[src/rtl/fetch_unit.sv]
// fetch_unit: two-byte instruction fetcher with a program counter and an issue handshake.
// Each instruction is read high byte first, then low byte. The unit holds the result in
// ISSUE until the decode stage takes it, and then either jumps or continues sequentially.
// Optional feature macro: FETCH_HALT_EN. When it is defined, issuing opcode 4'hF parks
// the unit in HALT until the next reset.
module fetch_unit #(
  parameter logic [7:0] RESET_PC = 8'h00
) (
  input  logic        clk,
  input  logic        rst,
  output logic        mem_req,
  output logic [7:0]  mem_addr,
  input  logic        mem_ack,
  input  logic [7:0]  mem_rdata,
  output logic        instr_valid,
  input  logic        instr_ready,
  output logic [15:0] instr,
  output logic [3:0]  opcode,
  input  logic        jmp_enable,
  output logic [7:0]  pc,
  output logic        halted
);

  typedef enum logic [1:0] {
    FETCH_HI = 2'd0,
    FETCH_LO = 2'd1,
    ISSUE    = 2'd2,
    HALT     = 2'd3
  } state_t;

  state_t state, state_next;
  logic   handshake;
  logic   halt_op;

  assign handshake = (state == ISSUE) && instr_ready;
  assign opcode    = instr[15:12];
  assign mem_addr  = pc;

`ifdef FETCH_HALT_EN
  assign halt_op = (instr[15:12] == 4'hF);
`else
  assign halt_op = 1'b0;
`endif

  // State register; reset wins over any pending ack or handshake
  always_ff @(posedge clk) begin
    if (rst) state <= FETCH_HI;
    else     state <= state_next;
  end

  // Next-state logic: fetch states wait indefinitely for mem_ack, ISSUE waits for instr_ready
  always_comb begin
    state_next = state;
    case (state)
      FETCH_HI: if (mem_ack) state_next = FETCH_LO;
      FETCH_LO: if (mem_ack) state_next = ISSUE;
      ISSUE:    if (instr_ready) state_next = halt_op ? HALT : FETCH_HI;
      HALT:     state_next = HALT;
      default:  state_next = FETCH_HI;
    endcase
  end

  // Output decode: memory is only requested while a byte is outstanding
  always_comb begin
    mem_req     = 1'b0;
    instr_valid = 1'b0;
    halted      = 1'b0;
    case (state)
      FETCH_HI, FETCH_LO: mem_req = 1'b1;
      ISSUE:              instr_valid = 1'b1;
`ifdef FETCH_HALT_EN
      HALT:               halted = 1'b1;
`endif
      default: ;
    endcase
  end

  // Datapath: capture bytes on acks and advance or redirect the PC (8-bit wraparound)
  always_ff @(posedge clk) begin
    if (rst) begin
      pc    <= RESET_PC;
      instr <= 16'h0000;
    end else begin
      case (state)
        FETCH_HI: if (mem_ack) begin
          instr[15:8] <= mem_rdata;
          pc          <= pc + 8'd1;
        end
        FETCH_LO: if (mem_ack) begin
          instr[7:0] <= mem_rdata;
          pc         <= pc + 8'd1;
        end
        ISSUE: if (handshake && jmp_enable && !halt_op) pc <= instr[7:0];
        default: ;
      endcase
    end
  end

endmodule
[config.mk]
export PLATFORM = sky130hd
export DESIGN_NAME = fetch_unit
export DESIGN_NICKNAME = d
export VERILOG_FILES = /design/src/rtl/fetch_unit.sv
export SDC_FILE = /design/constraint.sdc
export NUM_CORES = 1
export LEC_CHECK = 0
export BUFFER_PORTS_ARGS = -buffer_cell sky130_fd_sc_hd__buf_2
export CAP_MARGIN = 20
export CORE_ASPECT_RATIO = 0.9
export CORE_MARGIN = 3
export CORE_UTILIZATION = 54
export CTS_BUF_LIST = sky130_fd_sc_hd__clkbuf_8
export CTS_CLUSTER_SIZE = 25
export DETAILED_ROUTE_END_ITERATION = 10
export GPL_TIMING_DRIVEN = 0
export PLACE_DENSITY = 0.9
export SYNTH_ARGS = -nofsm -noshare
export SYNTH_HDL_FRONTEND = slang
export SYNTH_SLANG_ARGS = --single-unit
[constraint.sdc]
create_clock -name clk -period 3.6 [get_ports clk]
set_input_delay 0.72 -clock clk [delete_from_list [all_inputs] [get_ports clk]]
set_output_delay 0.72 -clock clk [all_outputs]
set_load 0.01 [all_outputs]
# Word level (Yosys, flattened, before mapping)

Cells that the tools add are included.

Output and inout port bits: 39
Register bits: 26
Input port bits: 13

Add/subtract/negate cells: 1
Multiplexer cells: 9
Equal/unequal tests: 8
Reduce and logical (&&, ||, !) cells: 9

Operator list:

| cell                  | number |
|---|---|
| $mux W8               | 2 |
| $pmux W8 S2           | 1 |
| $add A8 B1 Y8 const B | 1 |
| $pmux W2 S4           | 1 |
| $mux W2               | 3 |
| $ne A2 B2 Y1 const B  | 3 |
| $reduce_and A3 Y1     | 2 |
| $eq A2 B2 Y1 const B  | 2 |
| $ne A2 B1 Y1 const B  | 2 |
| $reduce_and A2 Y1     | 2 |
| $eq A2 B1 Y1 const B  | 1 |
| $logic_and A1 B1 Y1   | 2 |
| $logic_not A2 Y1      | 1 |
| $mux W1               | 2 |
| $reduce_bool A2 Y1    | 1 |
| $reduce_or A2 Y1      | 1 |

# Depth between registers and ports, before layout

Depth in word-level cells: 5
Depth in mapped cells: 8
Gate-level depth less buffers: 6

# Worst setup path before layout

No wires, ideal clock.

Path kind: reg2out
Start point: reg state[1]
End point: out mem_req
Setup slack: 1.740 ns
Arrival: 1.140 ns
Cell stages (with the launch flop): 5
Path through: dfxtp_1 -> inv_1 -> ha_1 -> clkbuf_1 -> or2_2

Longest elaborated chain between the ends: 3
Elaborated cells on any way between the ends: 4
Classes of those cells: 1 x eq/ne; 1 x mux; 2 x reduce/logical

Ends and longest elaborated chain:

| item                                             | RTL line | RTL |
|---|---|---|
| from (decl)                                      | 31       | `state_t state, state_next;` |
| from (signal assigned)                           | 48       | `else state <= state_next;` |
| $eq A2 B1 Y1 or $logic_not A2 Y1 (tied branches) | 68       | `case (state)` |
| $reduce_or A2 Y1 (no source line) (*)            | -        |  |
| $mux W1 (*)                                      | 68       |  |
| to (decl)                                        | 11       | `output logic mem_req,` |

Every way passes the cells marked *; elsewhere a longest branch is shown, timed or not.

# Worst setup path in the final report

Ends and elaborated chain as after synthesis.

==> flow_summary.yaml <==
grt:
  grt_max_degree: 14
  grt_pass1_vias: 1357
  grt_usage: 0.226
  grt_pass1_wl_mm: 5.57
  overflow: 0
  antenna_found_initial: 0
yosys:
  synth_edf_count: 0
  synth_area_mm2: 0.00136
  synth_seq_area_share: 0.383
  syn_nets: 190
  synth.distinct_cells: 37
  synth_top_area_frac: 0.383
  synthXorXnorAreaFrac: 0
  synthTopCellsByArea: "dfxtp_1 38%, a21oi_1 8.5%, nand3_1 8.1%, nand2_1 7.5%, buf_4 7.2%"
  synth_ff_type: "dfxtp_1"
  yosysWarnings: 0
  yosys.area.top_type: "dfxtp_1"
  synth_compound_area_frac: 0.190
  synth_area_per_cell_um2: 7.91
  synthMuxAreaShare: 0.00736
  syn_inst: 172
  synth_top_family_by_area: "simple AND/OR/NAND/NOR gates"
  async_flop_share: 0
  synthAdderAreaFrac: 0.0460
  yosys_register_bits: 26
  yosys.area_share.simple: 0.259
drt:
  met2_length_mm: 1.71
  num_vias: 1446
  ant_nets: 0
  drc: 0
  drt-total-wl_mm: 3.51
  wl_per_cell_um: 14.0
  drt_iter0_markers: 39
  via_per_inst: 5.76
  wl_met3_um: 298
  highest_layer: "met4"
  first_pass_iters: 5
  wl_met1_mm: 1.45
flow_run:
  maxCapViolCount: 0
cells_and_area:
  num_antenna_cells: 0
  layout_commonest_cell: "buf_2"
  layout.nets: 244
  final_cell_mix: "51 x buf_2, 27 x nand2_1, 26 x dfxtp_1, 23 x a21oi_1, 22 x nand3_1"
  fin_util: 0.736
  area_growth_pct: 23.6
  layout-drive-gt1-share: 0.317
cts:
  clk_pin_slew_ns: 0.08
  postCtsSetupBuffers: 0
  numCtsBuffers: 3
  clock-sinks: 26
  ctsResizeCount: 0
  clockBufferDepth: 2
  cts-htree-levels: 1
  clkLatencyLatePin_ns: 0.27
  postCtsHoldBufs: 0
  root_buffer: "clkbuf_8"
  cts_tree: "done"
sta:
  tns_ns: 0
  drv_slew: 0
  fmax_mhz: 415
  rsz0062_at_grt: "false"
  fin_crit_sh: 0.670
  timing.slew.headroom: 0.636
  clock_skew_ns: 0.00319
  fin_ws_ns: 1.19
  tightest_slew_ns: 0.542
  hold_viol_final: 0
  period_minus_slack_ns: 2.41
  finalSetupViolations: 0
die:
  die_h_um: 53.6
  design.die.area_mm2: 0.00316
  core_area_mm2: 0.00228
  num_io_pins: 52
  die_w_um: 58.9
  initial_core_util: 0.596
  core.rowCount: 16
power:
  ir_worst_vdd_mv: 0.467
  power.density_mw_per_mm2: 658
  p_leak_nw: 0.790
setup_path:
  start_kind: "flop"
  crit_buf_inv: 3
  cp.depth: 5
  crit_fanout: 10
  worst_r2r_path_depth: 6
  path_class: "flop to primary output"
  cp-end-kind: "primary output"
  cp.arrival_ns: 1.69
  cp_cell_sequence: "inv_1 -> ha_1 -> clkbuf_1 -> or2_2 -> buf_2"
  cp.required_ns: 2.88
  cpPeakStageDelay_ns: 0.39
  critical-path-top-delay-family: "buffers and inverters"
  cp_slowest_cell: "dfxtp_1"
run_status:
  outcome: "finished, final reports clean"
placement:
  preCtsSetupSlack_ns: 1.50
  portBuffers: 49
  gp_congestion: 0.931
  dp_hpwl_mm: 2.67
min_path:
  hold_depth: 2
  hold_class: "flop to flop"
==> tightest hold or removal path, delay by kind of cell (launching register included) <==
kind | cells | cell delay [ns]
AOI/OAI and AO/OA | 1 | 0.06
and+or+nand+nor | 1 | 0.05
DFF | 1 | 0.32
==> power by group <==
group          total (mW)  leakage, nW  switching, mW  internal (mW)
combinational       0.539        0.556          0.318          0.221
sequential          0.404        0.212         0.0604          0.343
clock               0.163       0.0216         0.0876         0.0749
==> layout make-up <==
type	instances	area (µm²)
Buffer	22	134
Clock buffer	3	41.3
Fill cell	176	602
Inverter	5	18.8
Multi-Input combinational cell	119	687
Sequential cell	26	520
Tap cell	27	33.8
Timing Repair Buffer	49	245
==> cells in the mapped netlist (3+ instances only) <==
cell and instances:
a211oi_1 4, dfxtp_1 26, nand3_1 22, ha_1 5
a21oi_1 23, o21ai_0 4, buf_4 13, buf_1 3
inv_1 5, nand2_1 27, nor2_1 7, clkbuf_1 4
==> cells by family after synthesis <==
family          count (synthesis)
simple gates                   70
buf+inv                        27
mux                             1
other cells                     1
fa+ha+maj                       5
flops                          26
compound gates                 42
==> registers in the layout, indices dropped and copies added (netlist names) <==
| name | flops |
|---|---|
| mem_addr | 8 |
| instr | 16 |
| state | 2 |
==> metal layers <==
layer,GRT usage,vias up
met4,0.106,0
met1,0.257,662
li1,-,695
met5,0,-
met3,0.0624,10
met2,0.395,79
==> path summary, 6_finish.rpt <==
kind,from,end,slack [ns]
worst max-delay path,state[1]$_SDFFE_PP0P_,mem_req,1.19
worst min-delay path,instr[9]$_SDFFE_PP0P_,instr[9]$_SDFFE_PP0P_,0.47
worst max register to register,state[0]$_SDFFE_PP0P_,mem_addr[2]$_SDFFE_PP0P_,1.57
worst min register to register,instr[9]$_SDFFE_PP0P_,instr[9]$_SDFFE_PP0P_,0.47
==> metrics by stage <==
stage | instances | power, mW | hold WS, ns | cell area [µm²]
after floorplan | 172 | 0.775 | 0.481 | 1360
after global placement | 248 | 0.916 | 0.442 | 1640
after detailed placement | 248 | 0.940 | 0.450 | 1640
after CTS | 251 | 1.10 | 0.463 | 1680
after global routing | 251 | 1.18 | 0.497 | 1680
final | 251 | 1.11 | 0.466 | 1680
Note: power is estimated with default switching activity, not from simulation.
